[src/rtl/run_detect_ctrl.sv]
// rtl/run_detect_ctrl.sv - frame-sequenced consecutive-ones run detector with done/ack handshake
module run_detect_ctrl #(
    parameter int CNT_W   = 4,
    parameter int FRAME_W = 8,
    parameter int HIT_W   = 4
) (
    input  logic               clk,
    input  logic               rst,
    input  logic               start,
    input  logic [CNT_W-1:0]   run_len,
    input  logic [FRAME_W-1:0] frame_len,
    input  logic               inp,
    input  logic               in_valid,
    input  logic               ack,
    output logic               busy,
    output logic               outp,
    output logic [HIT_W-1:0]   hit_cnt,
    output logic               done
);

    typedef enum logic [1:0] {
        S_IDLE = 2'd0,
        S_RUN  = 2'd1,
        S_WAIT = 2'd2
    } state_t;

    state_t             state_q, state_d;
    logic [CNT_W-1:0]   thr_q, thr_d;
    logic [FRAME_W-1:0] flen_q, flen_d;
    logic [CNT_W-1:0]   run_q, run_d;
    logic [FRAME_W-1:0] bit_q, bit_d;
    logic [HIT_W-1:0]   hit_q, hit_d;
    logic               outp_q, outp_d;

    logic [CNT_W-1:0]   run_nxt;
    logic [FRAME_W-1:0] bit_nxt;

    assign run_nxt = run_q + CNT_W'(1);
    assign bit_nxt = bit_q + FRAME_W'(1);

    // State register and all registered datapath state; busy/done decode from state only
    always_ff @(posedge clk or negedge rst) begin
        if (!rst) begin
            state_q <= S_IDLE;
            thr_q   <= '0;
            flen_q  <= '0;
            run_q   <= '0;
            bit_q   <= '0;
            hit_q   <= '0;
            outp_q  <= 1'b0;
        end else begin
            state_q <= state_d;
            thr_q   <= thr_d;
            flen_q  <= flen_d;
            run_q   <= run_d;
            bit_q   <= bit_d;
            hit_q   <= hit_d;
            outp_q  <= outp_d;
        end
    end

    // Next-state and datapath update; run restarts after each hit so detection never overlaps
    always_comb begin
        state_d = state_q;
        thr_d   = thr_q;
        flen_d  = flen_q;
        run_d   = run_q;
        bit_d   = bit_q;
        hit_d   = hit_q;
        outp_d  = 1'b0;
        case (state_q)
            S_IDLE: begin
                if (start) begin
                    thr_d   = (run_len == '0) ? CNT_W'(1) : run_len;
                    flen_d  = frame_len;
                    run_d   = '0;
                    bit_d   = '0;
                    hit_d   = '0;
                    state_d = (frame_len == '0) ? S_WAIT : S_RUN;
                end
            end
            S_RUN: begin
                if (in_valid) begin
                    bit_d = bit_nxt;
                    if (inp) begin
                        if (run_nxt == thr_q) begin
                            outp_d = 1'b1;
                            run_d  = '0;
                            if (hit_q != '1) begin
                                hit_d = hit_q + HIT_W'(1);
                            end
                        end else begin
                            run_d = run_nxt;
                        end
                    end else begin
                        run_d = '0;
                    end
                    if (bit_nxt == flen_q) begin
                        state_d = S_WAIT;
                    end
                end
            end
            S_WAIT: begin
                if (ack) begin
                    state_d = S_IDLE;
                end
            end
            default: begin
                state_d = S_IDLE;
            end
        endcase
    end

    assign busy    = (state_q != S_IDLE);
    assign done    = (state_q == S_WAIT);
    assign outp    = outp_q;
    assign hit_cnt = hit_q;

endmodule

[config.mk]
export PLATFORM = sky130hd
export DESIGN_NAME = run_detect_ctrl
export DESIGN_NICKNAME = d
export VERILOG_FILES = /design/src/rtl/run_detect_ctrl.sv
export SDC_FILE = /design/constraint.sdc
export NUM_CORES = 1
export LEC_CHECK = 0
export ABC_AREA = 1
export CAP_MARGIN = 40
export CORE_MARGIN = 10
export CORE_UTILIZATION = 40
export CTS_BUF_LIST = sky130_fd_sc_hd__clkbuf_4 sky130_fd_sc_hd__clkbuf_8 sky130_fd_sc_hd__clkbuf_16
export CTS_CLUSTER_SIZE = 40
export DETAILED_ROUTE_END_ITERATION = 12
export SYNTH_ARGS = -nofsm -noshare
export SYNTH_HDL_FRONTEND = slang
export SYNTH_SLANG_ARGS = --single-unit
[constraint.sdc]
create_clock -name clk -period 2.1 [get_ports clk]
set_input_delay 0.42 -clock clk [delete_from_list [all_inputs] [get_ports clk]]
set_output_delay 0.42 -clock clk [all_outputs]
set_load 0.1 [all_outputs]
==> impl_metrics.toml <==
[synthesis]
synth_area_sq_um = 1780
ys_seq_area_share_pct = 43.6
synth_ff_type = "dfrtp_1"
netlist_instances = 229
ys_warn_count = 0
synth_top_family_by_area = "simple AND/OR/NAND/NOR gates"
postSynthRegisterBits = 31
synth_cell_types = 35
synthDominantCellAreaShare_pct = 43.6
yosys-top-cells-area = "dfrtp_1 44%, nand2_1 12%, nand3_1 7.9%"
synth-compound-area-share_pct = 11.8
synthAdderAreaFrac_pct = 2.11
yosysTopAreaCell = "dfrtp_1"
syn_avg_cell_area_sq_um = 7.77
synth-xor-area-share_pct = 2.95
synth-simple-area-share_pct = 32.1
syn_nets = 250
synth-edff-count = 0
async_flop_share_pct = 100
muxShareOfSynthArea_pct = 0

[cells_and_area]
nets = 281
utilization_pct = 51.0
layout_commonest_cell = "nand2_1"
drive_gt1_share_pct = 15.7
antenna_cells = 0
final_cell_area_sq_um = 2210
final_cell_mix = "57 x nand2_1, 31 x dfrtp_1, 28 x nand3_1"
fillerInstances = 453
syn_to_final_growth_pct = 24.0

[clocking]
clock-sinks = 31
post_cts_buffers = 0
cts_hold_buf = 0
clk_latency_ps = 280
cts_tree = "done"
cts_made_buffers = 5
cts_resized = 0
clockRootBuffer = "clkbuf_8"
cts_max_level = 2
clock_path_buffers = 2
clkTransAtPathRegs_ps = 70

[die]
die_y_microns = 86.7
initial_core_util_pct = 41.1
core_sq_um = 4320
pin_count = 25
die_w_microns = 86.7
rows = 24
dieArea_sq_um = 7520

[critical_path]
path_class = "reg -> reg"
crit_chain = "ha_1, xnor2_1, nand3_1, nor2_1, nand3_2, o21ai_4, nand2_2, nand2_1, nand2_1"
slowest_stage = "dfrtp_1"
ff2ff_path_depth = 9
reg2reg_setup_slack_ps = 270
slowest_delay_ps = 440
cp-start-kind = "flip-flop"
cp_max_fo = 5
arrival_ps = 2010
crit_top_cell = "nand2_1"
critPathCaptureType = "flip-flop"
critPathRequiredTime_ps = 2280
rr_endpoint = "hit_cnt[2]$_DFFE_PN0P_"
r2r_start = "run_q[0]$_DFFE_PN0P_"

[detailed_routing]
avgViaCountPerCell = 4.96
drc = 0
drtIter0Drc = 67
wl_per_cell_microns = 12.9
vias = 1551
routed_wl_mm = 4.05
drt.antenna.violating_nets = 0
first_pass_iters = 4

[sta]
slew_violations = 0
fin_crit_sh_pct = 87.1
hold_viol = 0
rsz0062_at_grt = "false"
finClkSkew_ps = 4.47
slew_headroom_pct = 73.3
worstMarginPinSlew_ps = 401
fin_crit_ps = 1830
tns_ps = 0
setup_viol = 0
fmaxAchievable_mhz = 547
fin_ws_ps = 271

[placement]
postPlaceCellArea_sq_um = 2100
portBuffers = 24
dp_worst_setup_slack_ps = 270
dp_hpwl_mm = 3.08
gp_congestion = 0.834

[flow_run]
cap_violations = 0

[grt]
grt_overflow = 0
grt_pass1_vias = 1527
grt_max_degree = 32
grt_pass1_wl_mm = 7.06
antenna_found_initial = 0
grt.total_usage_pct = 11.6

[power_and_ir_drop]
p_leak_uw = 0.00103
ir_worst_vdd_v = 0.00106
power.total_uw = 2750
power.density_nw_per_um2 = 1250

[status]
status = "finished clean"

[hold_path]
holdPathEnd = "flen_q[6]$_DFFE_PN0P_"
worstHoldStart = "flen_q[6]$_DFFE_PN0P_"
hold_path_depth = 2
hp-class = "reg -> reg"
metrics by stage:
| stage | hold slack (ps) | std cells |
|---|---|---|
| 2_1_floorplan | 124 | 229 |
| 3_3_place_gp | 484 | 305 |
| 3_5_place_dp | 485 | 305 |
| 4_1_cts | 501 | 313 |
| 5_1_grt | 536 | 313 |
| 6_report | 497 | 313 |
synth_stat cells, types with 2 or more instances:
| master | n |
|---|---|
| xnor2_1 | 3 |
| a21oi_1 | 4 |
| o22ai_1 | 2 |
| nor2_4 | 2 |
| xor2_1 | 3 |
| nor2_2 | 3 |
| clkbuf_1 | 2 |
| ha_1 | 3 |
| inv_1 | 27 |
| nor2_1 | 18 |
| dfrtp_1 | 31 |
| nand3b_1 | 2 |
| nand3_1 | 28 |
| nand3_2 | 2 |
| o21ai_1 | 4 |
| inv_2 | 6 |
| nand2_1 | 57 |
| nand2_2 | 5 |
| o21ai_0 | 11 |
worst max-delay path, delay by kind of cell (launching register included):
family,cells,cell delay (ps)
AO/OA/AOI/OAI,1,220
adder cells (fa/ha/maj),1,340
XOR/XNOR,1,160
flip-flops,1,440
AND/OR/NAND/NOR,6,560
layout make-up:
| cell class | count | area, sq um | share of cell area (%) |
|---|---|---|---|
| clock buffers | 8 | 104 | 4.71 |
| inverters | 33 | 124 | 5.62 |
| multi-input cells | 163 | 875 | 39.6 |
| flip-flops and latches | 31 | 776 | 35.2 |
| well taps | 52 | 65.1 | 2.95 |
| repair buffers | 26 | 263 | 11.9 |
registers in the layout (all words and copies together), names as in the netlist:
signal and flops:
bit_q 8, flen_q 8, hit_cnt 4, outp 1
run_q 4, state_q 2, thr_q 4
logic make-up (layout without fill, tap and decap cells):
family          Yosys count  after routing
compound gates           31             31
xor+xnor                  6              6
flops                    31             31
buf+inv                  35             67
fa+ha+maj                 3              3
simple gates            123            123
routing by layer:
metal  vias up  share of wire (%)  GRT usage [%]
li1        798                  -              -
met1       718                 47           14.3
met2        26                 45           18.1
met3         9                5.5           3.66
met4         0                2.3           5.01
met5         -                  0              0
worst max path at each step:
stage,slack (ps),cells after the start,to,start
floorplan,120,7,hit_cnt[2]$_DFFE_PN0P_,hit_cnt[0]$_DFFE_PN0P_
global placement,270,9,hit_cnt[3]$_DFFE_PN0P_,run_q[0]$_DFFE_PN0P_
detailed placement,270,9,hit_cnt[3]$_DFFE_PN0P_,run_q[0]$_DFFE_PN0P_
CTS,260,9,hit_cnt[3]$_DFFE_PN0P_,run_q[0]$_DFFE_PN0P_
global route,100,9,hit_cnt[1]$_DFFE_PN0P_,run_q[0]$_DFFE_PN0P_
finish,270,9,hit_cnt[2]$_DFFE_PN0P_,run_q[0]$_DFFE_PN0P_
power breakdown:
group          total [uW]  switching, uW  internal [uW]
registers             917            149            768
logic                1300            867            429
clock network         538            226            312
Note: power is estimated with default switching activity, not from simulation.
